## config.mk

```make
export PLATFORM = sky130hd
export DESIGN_NAME = uart_receiver_flat
export DESIGN_NICKNAME = d
export VERILOG_FILES = /design/src/rtl/uart_receiver_if.sv /design/src/rtl/uart_receiver.sv /design/src/flat_wrapper.sv
export SDC_FILE = /design/constraint.sdc
export NUM_CORES = 1
export LEC_CHECK = 0
export ABC_CLOCK_PERIOD_IN_PS = 3280
export BUFFER_PORTS_ARGS = -buffer_cell sky130_fd_sc_hd__buf_4
export CAP_MARGIN = 20
export CORE_UTILIZATION = 32
export CTS_CLUSTER_SIZE = 40
export DETAILED_ROUTE_END_ITERATION = 10
export PLACE_DENSITY_LB_ADDON = 0.1
export RECOVER_POWER = 50
export SYNTH_ARGS = -nofsm -noshare
export SYNTH_HDL_FRONTEND = slang
export SYNTH_SLANG_ARGS = --single-unit
export TNS_END_PERCENT = 5
```

## constraint.sdc

```tcl
create_clock -name clock -period 3.28 [get_ports clock]
set_clock_uncertainty 0.05 [all_clocks]
set_input_delay 0.328 -clock clock [delete_from_list [all_inputs] [get_ports clock]]
set_output_delay 0.328 -clock clock [all_outputs]
set_load 0.005 [all_outputs]
```

## src/rtl/uart_receiver_if.sv

```systemverilog
// uart_receiver_if -- serial line and received-byte outputs of the UART receiver.
//
// Signals:
//   rxd_orig   serial line into the receiver (asynchronous, idle high, 8N1, LSB first)
//   rx_ready   one-cycle pulse: a byte with a valid stop bit was received
//   rdata      last received byte, stable until the next good byte completes
//   ferr       one-cycle pulse: the stop bit was sampled low
//   dbg_state  current receiver FSM state, for observation only
//
// Handshake: there is no back-pressure. rx_ready is a single-cycle valid strobe
// qualifying rdata in that cycle; the consumer has no ready and must capture
// rdata on the strobe or any later cycle before the next strobe.
//
// Modports: slave = the receiver, master = whatever drives the line and
// consumes the bytes.
interface uart_receiver_if;
    logic       rxd_orig;
    logic       rx_ready;
    logic [7:0] rdata;
    logic       ferr;
    logic [2:0] dbg_state;

    modport slave (
        input  rxd_orig,
        output rx_ready,
        output rdata,
        output ferr,
        output dbg_state
    );

    modport master (
        output rxd_orig,
        input  rx_ready,
        input  rdata,
        input  ferr,
        input  dbg_state
    );
endinterface

```

## src/rtl/uart_receiver.sv

```systemverilog
// uart_receiver -- 8N1 UART receiver with a two-flop input synchronizer.
//
// Ports:
//   clock   single clock, everything on its rising edge
//   reset   synchronous, active-high
//   bus     uart_receiver_if.slave: rxd_orig in; rx_ready, rdata, ferr, dbg_state out
//
// Parameter CLOCK_PER_HALF_BIT (>= 2) sets the bit period T = 2*CLOCK_PER_HALF_BIT.
// The start bit is checked mid-bit, every later bit is sampled one full T
// after the previous sample, so all samples land near bit centres.
module uart_receiver #(
    parameter int CLOCK_PER_HALF_BIT = 10
) (
    input  logic        clock,
    input  logic        reset,
    uart_receiver_if.slave bus
);
    localparam int T  = 2 * CLOCK_PER_HALF_BIT;
    localparam int CW = $clog2(T + 1);
    localparam logic [CW-1:0] HALF_LAST = CW'(CLOCK_PER_HALF_BIT - 1);
    localparam logic [CW-1:0] FULL_LAST = CW'(T - 1);

    typedef enum logic [2:0] {
        IDLE  = 3'd0,
        START = 3'd1,
        DATA  = 3'd2,
        STOP  = 3'd3,
        BREAK = 3'd4
    } state_t;

    state_t        state, state_n;
    logic [CW-1:0] cnt, cnt_n;
    logic [2:0]    bit_cnt, bit_cnt_n;
    logic [7:0]    shreg, shreg_n;
    logic [7:0]    rdata_q, rdata_n;
    logic          rx_ready_q, rx_ready_n;
    logic          ferr_q, ferr_n;

    logic          sync1, rxs, rxs_prev;
    logic [1:0]    fill;
    logic          seen_high;
    logic          start_edge;

    // Synchronizer. The flops reset to 1, so right after reset rxs shows a
    // fake high; "fill" marks when rxs reflects a real pin sample, and only a
    // real high arms start detection. A line held low through reset therefore
    // never looks like a falling edge.
    always_ff @(posedge clock) begin
        if (reset) begin
            sync1     <= 1'b1;
            rxs       <= 1'b1;
            rxs_prev  <= 1'b1;
            fill      <= 2'b00;
            seen_high <= 1'b0;
        end else begin
            sync1    <= bus.rxd_orig;
            rxs      <= sync1;
            rxs_prev <= rxs;
            fill     <= {fill[0], 1'b1};
            if (fill[1] && rxs)
                seen_high <= 1'b1;
        end
    end

    assign start_edge = seen_high && rxs_prev && !rxs;

    always_ff @(posedge clock) begin
        if (reset) begin
            state      <= IDLE;
            cnt        <= '0;
            bit_cnt    <= '0;
            shreg      <= '0;
            rdata_q    <= '0;
            rx_ready_q <= 1'b0;
            ferr_q     <= 1'b0;
        end else begin
            state      <= state_n;
            cnt        <= cnt_n;
            bit_cnt    <= bit_cnt_n;
            shreg      <= shreg_n;
            rdata_q    <= rdata_n;
            rx_ready_q <= rx_ready_n;
            ferr_q     <= ferr_n;
        end
    end

    // cnt is cleared on the cycle an event is seen, so it reads k-1 on the
    // k-th cycle after it; sampling points compare against N-1.
    always_comb begin
        state_n    = state;
        cnt_n      = cnt + 1'b1;
        bit_cnt_n  = bit_cnt;
        shreg_n    = shreg;
        rdata_n    = rdata_q;
        rx_ready_n = 1'b0;
        ferr_n     = 1'b0;

        unique case (state)
            IDLE: begin
                cnt_n = '0;
                if (start_edge)
                    state_n = START;
            end
            START: begin
                if (cnt == HALF_LAST) begin
                    cnt_n     = '0;
                    bit_cnt_n = '0;
                    // A line back high by mid-start-bit was only a glitch.
                    state_n   = rxs ? IDLE : DATA;
                end
            end
            DATA: begin
                if (cnt == FULL_LAST) begin
                    cnt_n   = '0;
                    shreg_n = {rxs, shreg[7:1]};
                    if (bit_cnt == 3'd7)
                        state_n = STOP;
                    else
                        bit_cnt_n = bit_cnt + 1'b1;
                end
            end
            STOP: begin
                if (cnt == FULL_LAST) begin
                    cnt_n = '0;
                    if (rxs) begin
                        rdata_n    = shreg;
                        rx_ready_n = 1'b1;
                        state_n    = IDLE;
                    end else begin
                        ferr_n  = 1'b1;
                        state_n = BREAK;
                    end
                end
            end
            BREAK: begin
                cnt_n = '0;
                if (rxs)
                    state_n = IDLE;
            end
            default: begin
                state_n = IDLE;
                cnt_n   = '0;
            end
        endcase
    end

    assign bus.rx_ready  = rx_ready_q;
    assign bus.rdata     = rdata_q;
    assign bus.ferr      = ferr_q;
    assign bus.dbg_state = state;
endmodule

```

## src/flat_wrapper.sv

```systemverilog
// flat-port wrapper written by rule: the top's interface ports become plain ports
module uart_receiver_flat 
#(
    parameter int CLOCK_PER_HALF_BIT = 10
)
  (clock, reset, bus_rxd_orig, bus_rx_ready, bus_rdata, bus_ferr, bus_dbg_state);
  uart_receiver_if bus_i ();
  input  logic clock;
  input  logic reset;
  input wire logic [$bits(bus_i.rxd_orig)-1:0] bus_rxd_orig;
  output wire logic [$bits(bus_i.rx_ready)-1:0] bus_rx_ready;
  output wire logic [$bits(bus_i.rdata)-1:0] bus_rdata;
  output wire logic [$bits(bus_i.ferr)-1:0] bus_ferr;
  output wire logic [$bits(bus_i.dbg_state)-1:0] bus_dbg_state;
  assign bus_i.rxd_orig = bus_rxd_orig;
  assign bus_rx_ready = bus_i.rx_ready;
  assign bus_rdata = bus_i.rdata;
  assign bus_ferr = bus_i.ferr;
  assign bus_dbg_state = bus_i.dbg_state;
  uart_receiver #(.CLOCK_PER_HALF_BIT(CLOCK_PER_HALF_BIT)) u_core (.clock(clock), .reset(reset), .bus(bus_i));
endmodule
```

==> metrics.md, run 1 <==
| Metric | Value |
|---|---|
| Post-DP HPWL | about 1900 um |
| Post-synthesis adder-cell area fraction | 0.0345 |
| Main synth FF type | dfxtp_1 |
| PortBufs | 15 |
| Hold_buf cts | 0 |
| Synth top area cells | dfxtp_1 (48%), mux2i_1 (8.3%), nand2_1 (6.2%) |
| Worst-margin pin slew | approximately 750 ps |
| DR pass1 iterations | 4 |
| Leakage | between 0.5 and 0.6 nW |
| DRC Markers | 0 |
| Outcome | finished clean |
| First DRT Iteration DRCs | 44 |
| Antenna violations before repair | 0 |
| WL final | around 2800 um |
| Compound-Gate Fraction of Synth Area | 0.0967 |
| Fin nets | approximately 170 |
| Post-synth cell types | 31 |
| Die width | between 60 and 70 um |
| Worst-path maximum fanout | 13 |
| Sw frac | 0.214 |
| Maximum buffer depth of the clock tree | 2 |
| Seq/Total Area, Yosys | 0.484 |
| Post-CTS Setup Inserts | 0 |
| Global routing met2 resource utilization | 0.191 |
| MaxCap Viol Count | 0 |
| Top-area cell type share of the netlist area | 0.484 |
| Final period util | 0.602 |
| Synth area leader | dfxtp_1 |
| Final Setup Violations | 0 |
| Hold Path Class | in2reg |
| Synth warn | 0 |
| Dpl cell area | ~1600 um^2 |
| Sequential Power Share | 0.582 |
| Switch Pwr | 0.158 mW |
| Pin count of the biggest net entering global routing | 23 |
| Die ar. | a little under 5000 um^2 |
| RSZ-0062 raised after global routing | no |
| GP Congestion | ~0.77 |
| Hold Fails Final Rpt | 0 |
| Die Height | a little under 70 um |
| Met3 usage | 0.0523 |
| First-pass GRT wire length | roughly 4800 um |
| Share of synthesized registers carrying an async set or reset | 0 |
| Tot GR Track Use | 0.127 |
| GR peak layer | met2 |
| Fin area | between 1500 and 2000 um^2 |
| Slew Limit Fails | 0 |
| Top Ports | 16 |
| Post-synth EDFFs | 0 |
| Clk sink count | 35 |
| Top cells by count, synth | dfxtp_1 (35), nand2_1 (24), mux2i_1 (12), a21oi_1 (11), nand3_1 (10) |
| Number of vias in the routed layout | between 1000 and 1500 |
| CP Launch Type | flip-flop |
| CTS Buf Count | 5 |
| Setup crit end | u_core.bus.rdata[3] |
| ANT cells | 0 |
| H-tree depth | 2 |
| Rel. slew slack | 0.493 |
| Final TNS setup | 0 ps |
| CTS root buffer | clkbuf_8 |
| Overflow after GRT | 0 |
| Clock slew at reported path FFs | around 60 ps |
| Most numerous cell in the Yosys netlist | dfxtp_1 |
| Post-Syn Area | ~1400 um^2 |
| R2R Setup Slk | 1310 ps |
| Vias in the first global route | between 1000 and 1500 |
| Initial Util | 0.333 |
| Pwr Density | between 400 and 500 nW/um^2 |
| WP data required | about 3400 ps |
| Logic pwr share | 0.021 |
| Post-Syn Area per Cell | 9.53 um^2 |
| Syn_nets | about 160 |
| DR WL/cell | about 13 um |
| CP arrival | about 2100 ps |
| Beginning of the critical path | u_core.cnt[0] |
| Mux contribution to synthesized area | 0.0829 |
| Reg2reg start | u_core.cnt[0] |
| Yosys reg bits | 35 |
| Critical path capture point type | flip-flop |
| Final ANT Viol Nets | 0 |
| CTS tree | yes |
| Fmax | 507 MHz |
| Largest family of logic cells by synthesized area | simple AND/OR/NAND/NOR gates |
| Worst-skew pair later-pin latency | 280 ps |
| Critical path class | reg2reg |
| Area Overhead vs Synth | 15.0% |
| Simple-Gate Fraction of Synth Area | 0.245 |
| Peak supply drop | 280 uV |
| Synth Instances | 152 |
| R2R depth | 4 |
| Power Total | about 0.74 mW |
| Vias per cell | approximately 5 |
| Cts repair resizes | 0 |
| Clock Power Share | 0.397 |
| XOR/XNOR Fraction of Synth Area | 0.0181 |
| Pint | approximately 0.58 mW |
| Worst R2R End | u_core.bus.rdata[3] |
| Grt met1 use | 0.163 |
| Row count | 24 |
| CORE AREA | about 4400 um^2 |
| Tmin final | roughly 2000 ps |
| Share of cells above drive strength 1 | 0.169 |
power by group through the flow:
stage / logic, mW / registers, mW / clock network [mW]
after floorplan: 0.0112 / 0.440 / 0
after global placement: 0.0158 / 0.441 / 0
after detailed placement: 0.0162 / 0.441 / 0
after CTS: 0.0162 / 0.431 / 0.305
after global routing: 0.0174 / 0.431 / 0.325
final: 0.0153 / 0.431 / 0.294
flip-flops by register name, indices dropped and copies added, names as in the netlist:
register              cells
u_core.bus.rdata          8
u_core.shreg              8
u_core.cnt                5
u_core.bit_cnt            3
u_core.bus.dbg_state      3
u_core.fill               2
u_core.bus.ferr           1
u_core.bus.rx_ready       1
u_core.rxs                1
u_core.rxs_prev           1
u_core.seen_high          1
u_core.sync1              1
cell type report:
| cell class | count | area, um^2 |
|---|---|---|
| Fill cell | 424 | 2690 |
| Sequential cell | 35 | 701 |
| Multi-Input combinational cell | 103 | 692 |
| Timing Repair Buffer | 15 | 109 |
| Clock buffer | 7 | 76.3 |
| Tap cell | 52 | 65.1 |
| Inverter | 5 | 18.8 |
| Clock inverter | 1 | 5.00 |
routing by layer:
metal / part of all wire / vias up
li1: - / 559
met1: 0.51 / 493
met2: 0.45 / 18
met3: 0.033 / 2
met4: 0.0042 / 0
met5: 0 / -
worst max-delay path: stages (launching register included):
cell,delay [ps]
dfxtp_1,380
ha_1,290
nand4bb_4,230
nor4_4,690
mux2i_1,260
metrics by stage:
step / setup slack [ps] / hold WS, ps / util / cells
floorplan: 1660 / 339 / - / 152
global placement: 1390 / 348 / 0.365 / 210
detailed placement: 1290 / 353 / 0.365 / 210
CTS: 1290 / 174 / 0.384 / 218
global route: 1160 / 166 / 0.383 / 218
finish: 1310 / 182 / 0.383 / 218
worst min-delay path by stage:
stage	start	cells after the start	slack (ps)	to
after floorplan	u_core.sync1	1	340	u_core.rxs
after global placement	u_core.sync1	1	350	u_core.rxs
after detailed placement	u_core.sync1	1	350	u_core.rxs
after CTS	bus_rxd_orig	2	170	u_core.sync1
after global routing	bus_rxd_orig	2	170	u_core.sync1
final	bus_rxd_orig	2	180	u_core.sync1
placed cells by master, fill, tap and decap left out, types with 2 or more instances in the layout:
cell / synthesis / routed
clkbuf_1: 6 / 3
nor2_1: 2 / 2
mux2i_1: 12 / 12
nor4b_1: 2 / 2
a21oi_1: 11 / 11
clkbuf_4: 0 / 13
or2_2: 2 / 2
xor2_1: 2 / 2
and4bb_2: 2 / 2
o21ai_0: 9 / 9
inv_1: 5 / 5
nor3_1: 6 / 6
ha_1: 4 / 4
clkbuf_8: 0 / 5
nand3_1: 10 / 10
or3_1: 2 / 2
dfxtp_1: 35 / 35
nand2_1: 24 / 24
nor2b_1: 2 / 2
cells by family (layout without fill, tap and decap cells):
| logic type | after synthesis | count (layout) |
|---|---|---|
| AOI/OAI and AO/OA | 25 | 25 |
| muxes | 12 | 12 |
| adders and majority gates | 4 | 4 |
| and+or+nand+nor | 59 | 59 |
| buffers and inverters | 14 | 28 |
| DFF | 35 | 35 |
| xor gates and xnor gates | 3 | 3 |
Power figures use the tool's default switching activity.
==> inputs of run 2 (changes only) <==
--- a/config.mk
+++ b/config.mk
@@ -5,7 +5,7 @@
 export SDC_FILE = /design/constraint.sdc
 export NUM_CORES = 1
 export LEC_CHECK = 0
-export ABC_CLOCK_PERIOD_IN_PS = 3280
+export ABC_CLOCK_PERIOD_IN_PS = 1700
 export BUFFER_PORTS_ARGS = -buffer_cell sky130_fd_sc_hd__buf_4
 export CAP_MARGIN = 20
 export CORE_UTILIZATION = 32
==> constraint.sdc (replaced) <==
create_clock -name clock -period 1.7 [get_ports clock]
set_clock_uncertainty 0.05 [all_clocks]
set_input_delay 0.17 -clock clock [delete_from_list [all_inputs] [get_ports clock]]
set_output_delay 0.17 -clock clock [all_outputs]
set_load 0.005 [all_outputs]
==> run 2 against run 1 <==
Compared with the run above:
- via count is 4.0% higher
- final area rose by 4.0%
- clock power up 120%
- sequential power rose by 93%
- die area stayed put
- non-clock buffer count is 6 higher
- highest routed layer unchanged
==> metrics.md, run 2 (same netlist as run 1, synthesis figures left out) <==
| Metric | Value |
|---|---|
| Largest stage delay, worst path | approximately 370 ps |
| Worst R2R End | u_core.bit_cnt[0] |
| Final WS setup | between 100 and 150 ps |
| Final TNS setup | 0 ps |
| Share of cells above drive strength 1 | 0.215 |
| R2R Setup Slk | 150 ps |
| CP max stage cell | dfxtp_1 |
| Top Ports | 16 |
| H-tree depth | 2 |
| Maximum buffer depth of the clock tree | 2 |
| Antenna violations before repair | 0 |
| Rel. slew slack | 0.577 |
| Hold endpoint | u_core.sync1 |
| Commonest non-fill, non-tap cell in the layout | dfxtp_1 |
| Clk sink count | 35 |
| Hold_sp | bus_rxd_orig |
| Crit path cell chain | inv_1 > ha_1 > and4bb_2 > a32oi_1 > buf_4 > mux2i_1 |
| Reg2reg start | u_core.cnt[1] |
| Register Area | around 700 um^2 |
| Hold Fails Final Rpt | 0 |
| Clock slew at reported path FFs | 70 ps |
| Initial Util | 0.333 |
| Post-CTS Setup Inserts | 0 |
| Fmax | roughly 640 MHz |
| Slew Limit Fails | 0 |
| Final Setup Violations | 0 |
| Hold Path Class | in2reg |
| Pwr Density | between 800 and 900 nW/um^2 |
| Area Overhead vs Synth | 19.6% |
| Outcome | finished clean |
| Overflow after GRT | 0 |
| Die ar. | approximately 4800 um^2 |
| Row count | 24 |
| Worst-skew pair later-pin latency | about 280 ps |
| Worst-margin pin slew | 634 ps |
| DR WL/cell | ~13 um |
| R2R depth | 6 |
| MaxCap Viol Count | 0 |
| Tot GR Track Use | 0.133 |
| Worst-path maximum fanout | 3 |
| Hold Path Depth | 2 |
| Area of the multi-input gates | around 700 um^2 |
| WP data required | between 1500 and 2000 ps |
| Critical path class | reg2reg |
| Tmin final | between 1500 and 2000 ps |
| Final period util | 0.913 |
| Die Height | about 69 um |
| Setup WS pre-CTS | between 80 and 90 ps |
| First-pass GRT wire length | between 5000 and 6000 um |
| Post-DP HPWL | 2110 um |
| Die width | around 69 um |
| Peak supply drop | approximately 590 uV |
| CORE AREA | roughly 4400 um^2 |
| CP arrival | 1720 ps |
| Fillers | around 440 |
| DRC Markers | 0 |
| GP Congestion | about 0.72 |
| Number of vias in the routed layout | ~1100 |
| Fin nets | approximately 180 |
| RSZ-0062 raised after global routing | no |
| Pin count of the biggest net entering global routing | 20 |
| DR pass1 iterations | 4 |
| Vias per cell | ~5 |
| WL final | between 2000 and 3000 um |
| CTS Buf Count | 5 |
| Leakage | 0.611 nW |
| PortBufs | 15 |
| Most frequent cells in the layout | dfxtp_1 (34), nand2_1 (24), mux2i_1 (12) |
| First DRT Iteration DRCs | between 50 and 60 |
| ANT cells | 0 |
| Vias in the first global route | approximately 1100 |
| CTS tree | yes |
| Final ANT Viol Nets | 0 |
| CTS root buffer | clkbuf_8 |
| Critical path capture point type | flip-flop |
| CP Launch Type | flip-flop |
-- run 2: where the power goes --
| group | switching (mW) | internal (mW) |
|---|---|---|
| clock network | 0.302 | 0.330 |
| logic | 0.0213 | 0.00960 |
| registers | 0.00423 | 0.827 |
-- run 2: worst max path at each step --
stage                        startpoint                   to  slack, ps  cells after the start
after CTS                 u_core.cnt[0]  u_core.bus.rdata[0]         60                      5
after global routing      u_core.cnt[0]  u_core.bus.rdata[5]         10                      5
after detailed placement  u_core.cnt[0]  u_core.bus.rdata[0]         80                      5
after global placement    u_core.cnt[0]  u_core.bus.rdata[3]        120                      5
final                     u_core.cnt[1]    u_core.bit_cnt[0]        150                      6
after floorplan           u_core.cnt[0]  u_core.bus.rdata[0]         80                      4
-- run 2: layout make-up --
cell class	count	share of cell area
flip-flops and latches	35	0.405
multi-input cells	103	0.401
repair buffers	21	0.0888
clock buffers	6	0.0477
well taps	52	0.0375
inverters	5	0.0108
clock inverters	2	0.00939
-- run 2: worst max-delay path, delay by kind of cell (launching register included) --
| kind | cells | cell delay [ps] |
|---|---|---|
| AO/OA/AOI/OAI | 1 | 220 |
| buffers and inverters | 2 | 230 |
| multiplexers | 1 | 180 |
| adder cells (fa/ha/maj) | 1 | 200 |
| flip-flops | 1 | 370 |
| AND/OR/NAND/NOR | 1 | 240 |
-- run 2: what timing repair did --
item | in CTS | in global routing
gates resized for setup | 0 | 3
hold buffers | 0 | 0
endpoints found under the setup margin | 0 | 9
-- run 2: metrics by stage --
step / total power [mW] / cells / util / hold WS [ps] / area [um^2]
final: 1.49 / 224 / 0.398 / 16.8 / 1730
after global routing: 1.56 / 224 / 0.398 / 2.80 / 1730
after CTS: 1.52 / 224 / 0.398 / 9.16 / 1730
after detailed placement: 0.883 / 216 / 0.375 / 312 / 1630
after global placement: 0.882 / 216 / 0.375 / 308 / 1630
after floorplan: 0.870 / 152 / - / 192 / 1450
-- run 2: per-layer routing --
metal / vias to the layer above / GRT usage / wire [um]
li1: 570 / - / -
met1: 515 / 0.187 / 1540
met2: 25 / 0.187 / 1220
met3: 5 / 0.0392 / 104
met4: 0 / 0.0612 / 46
met5: - / 0 / 0
